## src/rtl/test43_pkg.sv

```systemverilog
// Shared constants and 1-bit full-adder equations for the test43 adder slice.
package test43_pkg;

  localparam int unsigned MAX_WIDTH = 64;

  function automatic logic fa_sum(input logic a, input logic b, input logic c);
    return a ^ b ^ c;
  endfunction

  function automatic logic fa_carry(input logic a, input logic b, input logic c);
    return (a & b) | (c & (a ^ b));
  endfunction

endpackage

```

## src/rtl/test43_full_adder_if.sv

```systemverilog
// Operand/result bus of the registered adder; ovf exists only when TEST43_OVF_EN is defined.
interface test43_full_adder_if #(
  parameter int unsigned WIDTH = 1
);

  logic             in_valid;
  logic [WIDTH-1:0] a;
  logic [WIDTH-1:0] b;
  logic             c;
  logic [WIDTH-1:0] sum;
  logic             carry;
  logic             out_valid;
`ifdef TEST43_OVF_EN
  logic             ovf;

  modport master (output in_valid, a, b, c, input sum, carry, out_valid, ovf);
  modport slave  (input in_valid, a, b, c, output sum, carry, out_valid, ovf);
`else
  modport master (output in_valid, a, b, c, input sum, carry, out_valid);
  modport slave  (input in_valid, a, b, c, output sum, carry, out_valid);
`endif

endinterface

```

## src/rtl/test43_fa_cell.sv

```systemverilog
// Combinational 1-bit full adder cell, the leaf of the ripple chain.
module test43_fa_cell
  import test43_pkg::*;
(
  input  logic a,
  input  logic b,
  input  logic cin,
  output logic s,
  output logic cout
);

  assign s    = fa_sum(a, b, cin);
  assign cout = fa_carry(a, b, cin);

endmodule

```

## src/rtl/test43_full_adder.sv

```systemverilog
// Registered ripple-carry adder: {carry,sum} = a + b + c, one cycle latency.
// Optional feature macro: TEST43_OVF_EN adds a registered signed-overflow flag (ovf).
module test43_full_adder
  import test43_pkg::*;
#(
  parameter int unsigned WIDTH = 1
) (
  input logic               clk,
  input logic               rst_n,
  test43_full_adder_if.slave bus
);

  if (WIDTH < 1 || WIDTH > MAX_WIDTH) begin : g_bad_width
    $error("test43_full_adder: WIDTH out of range 1..64");
  end

  logic [WIDTH:0]   k_c;
  logic [WIDTH-1:0] sum_c;

  assign k_c[0] = bus.c;

  // Ripple chain: cell i consumes k_c[i] and produces k_c[i+1].
  for (genvar i = 0; i < int'(WIDTH); i++) begin : g_cell
    test43_fa_cell u_cell (
      .a    (bus.a[i]),
      .b    (bus.b[i]),
      .cin  (k_c[i]),
      .s    (sum_c[i]),
      .cout (k_c[i+1])
    );
  end

  logic [WIDTH-1:0] sum_q;
  logic             carry_q;
  logic             valid_q;

  // Result registers load only on accepted input, so idle-cycle inputs never reach state.
  always_ff @(posedge clk) begin
    if (!rst_n) begin
      sum_q   <= '0;
      carry_q <= 1'b0;
      valid_q <= 1'b0;
    end else begin
      valid_q <= bus.in_valid;
      if (bus.in_valid) begin
        sum_q   <= sum_c;
        carry_q <= k_c[WIDTH];
      end
    end
  end

  assign bus.sum       = sum_q;
  assign bus.carry     = carry_q;
  assign bus.out_valid = valid_q;

`ifdef TEST43_OVF_EN
  logic ovf_q;

  // Signed overflow: carry into the MSB differs from carry out of it.
  always_ff @(posedge clk) begin
    if (!rst_n) begin
      ovf_q <= 1'b0;
    end else if (bus.in_valid) begin
      ovf_q <= k_c[WIDTH] ^ k_c[WIDTH-1];
    end
  end

  assign bus.ovf = ovf_q;
`endif

endmodule

```

## src/flat_wrapper.sv

```systemverilog
// flat-port wrapper written by rule: the top's interface ports become plain ports
module test43_full_adder_flat import test43_pkg::*;
#(
  parameter int unsigned WIDTH = 1
)
  (clk, rst_n, bus_in_valid, bus_a, bus_b, bus_c, bus_sum, bus_carry, bus_out_valid);
  test43_full_adder_if #(.WIDTH(WIDTH)) bus_i ();
  input logic clk;
  input logic rst_n;
  input wire logic [$bits(bus_i.in_valid)-1:0] bus_in_valid;
  input wire logic [$bits(bus_i.a)-1:0] bus_a;
  input wire logic [$bits(bus_i.b)-1:0] bus_b;
  input wire logic [$bits(bus_i.c)-1:0] bus_c;
  output wire logic [$bits(bus_i.sum)-1:0] bus_sum;
  output wire logic [$bits(bus_i.carry)-1:0] bus_carry;
  output wire logic [$bits(bus_i.out_valid)-1:0] bus_out_valid;
  assign bus_i.in_valid = bus_in_valid;
  assign bus_i.a = bus_a;
  assign bus_i.b = bus_b;
  assign bus_i.c = bus_c;
  assign bus_sum = bus_i.sum;
  assign bus_carry = bus_i.carry;
  assign bus_out_valid = bus_i.out_valid;
  test43_full_adder #(.WIDTH(WIDTH)) u_core (.clk(clk), .rst_n(rst_n), .bus(bus_i));
endmodule
```

## config.mk

```make
export PLATFORM = sky130hd
export DESIGN_NAME = test43_full_adder_flat
export DESIGN_NICKNAME = d
export VERILOG_FILES = /design/src/rtl/test43_pkg.sv /design/src/rtl/test43_full_adder_if.sv /design/src/rtl/test43_fa_cell.sv /design/src/rtl/test43_full_adder.sv /design/src/flat_wrapper.sv
export SDC_FILE = /design/constraint.sdc
export NUM_CORES = 1
export LEC_CHECK = 0
export ABC_AREA = 0
export CORE_AREA = 4 4 41 43
export DETAILED_ROUTE_END_ITERATION = 10
export DIE_AREA = 0 0 45 47
export PLACE_DENSITY = 0.33
export SLEW_MARGIN = 40
export SYNTH_ARGS = -nofsm -noshare
export SYNTH_HDL_FRONTEND = slang
export SYNTH_SLANG_ARGS = --single-unit
```

## constraint.sdc

```tcl
create_clock -name clk -period 0.9 [get_ports clk]
set_input_delay 0.135 -clock clk [delete_from_list [all_inputs] [get_ports clk]]
set_output_delay 0.135 -clock clk [all_outputs]
set_load 0.005 [all_outputs]
```

==> impl_metrics.toml <==
[global_route]
antenna_found_initial = 0
grt_max_degree = 4
grt_overflow = 0
grt_pass1_vias = 120
grt_pass1_wl_um = 503
grt_use_total_pct = 4.35

[pwr]
switching_share_pct = 21.1
fin_total_pwr_uw = 440
comb_power_share_pct = 12.8
p_clk_share_pct = 53.4
vdd_drop_max_mv = 0.581
switching_power_uw = 92.7
power.density_mw_per_mm2 = 1920
p_leak_uw = 0.000100
p_int_uw = 347
p_seq_share_pct = 33.8

[worst_setup_path]
critPathCapture = "bus_sum"
setup.worst_path.start_class = "flip-flop"
r2r_setup_slack_ns = 0.31
crit_slowest_cell = "dfxtp_2"
r2r_start = "u_core.bus.carry$_SDFFE_PN0P_"
cp_max_fo = 2
rr_endpoint = "u_core.bus.carry$_SDFFE_PN0P_"
cp-end-kind = "output port"
cp_num_buf_inv = 1
cp.arrival_ns = 0.74
startpoint = "u_core.bus.sum$_SDFFE_PN0P_"
path_cells = "clkdlybuf4s15_2"
required_ns = 0.76
r2r_cells = 2
cp_top_family = "flip-flops"
slowest_delay_ns = 0.31
path_class = "reg2out"
cp.depth = 1

[synth]
async_flop_share_pct = 0
yosysMostFrequentCell = "dfxtp_1"
seq_area_frac_synth_pct = 50.0
synth_top_area_share_pct = 50.0
synth_area_sq_um = 120
syn_nets = 16
ys.flop_type = "dfxtp_1"
synthTopCellsByCount = "dfxtp_1, mux2i_1, nor2b_1, and2_2, fa_1"
ys_ff_latch = 3
netlist_instances = 9
postSynthAreaPerCell_sq_um = 13.3
yosysWarnings = 0
synth_top_cell_by_area = "dfxtp_1"
synth_area_leaders = "dfxtp_1, fa_1, mux2i_1, nor2b_1, and2_2"
synth_cell_type_count = 5
synth_edf_count = 0

[cts]
clk_latency_ns = 0.23
tritoncts = "done"
clockBufferDepth = 2
cts_sinks = 3
cts_inserted_buffers = 3
clockRootBuffer = "clkbuf_4"
postCtsSetupRepairBufs = 0
clkTransAtPathRegs_ns = 0.04
hold_buffers = 0
cts.htree.levels = 1

[floorplanning]
die_w_um = 45
die_area_sq_mm = 0.00212
core_sq_mm = 0.00130
rows = 13
start_util_pct = 9.23
ios = 9
die_h_um = 47

[final_layout]
nets = 29
syn_to_final_growth_pct = 90.6
fillers = 159
antenna_cells = 0
final_core_util_pct = 17.6
layout-drive-gt1-share_pct = 52.4
design_area_sq_um = 229

[sta]
setup_viol = 0
rsz0062_at_grt = "false"
whs_ns = 0.346
clock_skew_ns = 0
final.min_clock_period_ns = 0.871
hold_viol = 0
relSlewSlack_pct = 89.0
setup_tns_ns = 0
fmax_ghz = 1.15
slew_viol_final = 0
worstMarginPinSlew_ns = 0.165
finalCritPeriodShare_pct = 96.7

[placement]
portBuffers = 8
place.gp.congestion = 0.648
place_area_sq_um = 219

[detailed_routing]
drt_iter0_drc = 1
wire_per_inst_um = 8.42
num_vias = 103
drc = 0
wl_um = 303
ant_nets = 0
vias_per_cell = 2.86
drtPass1Iterations = 2

[outcome]
status = "finished, final reports clean"

[run]
drv_cap = 0

[hold_path]
hold_class = "in2reg"
[worst min path at each step]
stage | to | cells after the start | slack (ns) | from
final | u_core.bus.sum$_SDFFE_PN0P_ | 4 | 0.35 | bus_b
after detailed placement | u_core.bus.sum$_SDFFE_PN0P_ | 2 | 0.50 | u_core.bus.sum$_SDFFE_PN0P_
after floorplan | u_core.bus.carry$_SDFFE_PN0P_ | 1 | 0.26 | rst_n
after global placement | u_core.bus.sum$_SDFFE_PN0P_ | 2 | 0.50 | u_core.bus.sum$_SDFFE_PN0P_
after CTS | u_core.bus.sum$_SDFFE_PN0P_ | 4 | 0.47 | bus_b
after global routing | u_core.bus.sum$_SDFFE_PN0P_ | 4 | 0.40 | bus_b
[state kept, by name, indices dropped and copies added, names as in the netlist]
| register | flops |
|---|---|
| u_core.bus.carry | 1 |
| u_core.bus.sum | 1 |
| u_core.bus.out_valid | 1 |
[logic make-up after synthesis]
group,Yosys count,synth area share [%]
fa+ha+maj,1,16.7
mux,2,16.7
flops,3,50.0
simple gates,3,16.7
[cell usage in the layout, fill, tap and decap left out, drive strengths merged]
cell type	n
buf	1
clkbuf	7
clkdlybuf4s15	2
dfxtp	3
and2	1
mux2i	2
clkdlybuf4s50	2
fa	1
nor2b	2
[metal layers]
metal | vias to the layer above | track usage, % | share of wire (%)
met5 | - | 0 | 0
met4 | 0 | 8.77 | 4.0
met3 | 2 | 3.83 | 19
met2 | 8 | 3.11 | 35
met1 | 41 | 4.33 | 42
li1 | 52 | - | -
[repair_timing]
item / in CTS / in global routing
resized for setup: 14 / 6
endpoints found under the hold margin: 0 / 0
pin swaps: 1 / 1
setup endpoints to repair: 5 / 3
[final cells by class]
class | instances | area [sq um] | share of cell area, %
tap | 15 | 18.8 | 8.20
multi-input combinational | 6 | 60.1 | 26.2
sequential | 3 | 62.6 | 27.3
timing repair buffer | 8 | 61.3 | 26.8
clock buffer | 4 | 26.3 | 11.5
[power groups by stage]
stage               Clock [uW]  Sequential, uW  Combinational, uW
floorplan                    0             150               18.1
global placement             0             149               69.3
CTS                        249             148               63.3
finish                     235             149               56.4
global route               263             149               63.8
detailed placement           0             149               69.7
[through the flow]
step / setup WS, ns / cells
finish: 0.0293 / 36
global route: 0.00738 / 36
CTS: 0.00259 / 36
detailed placement: -0.477 / 32
global placement: -0.463 / 32
floorplan: 0.0216 / 9
No activity file was read; power rests on OpenSTA's default activity.
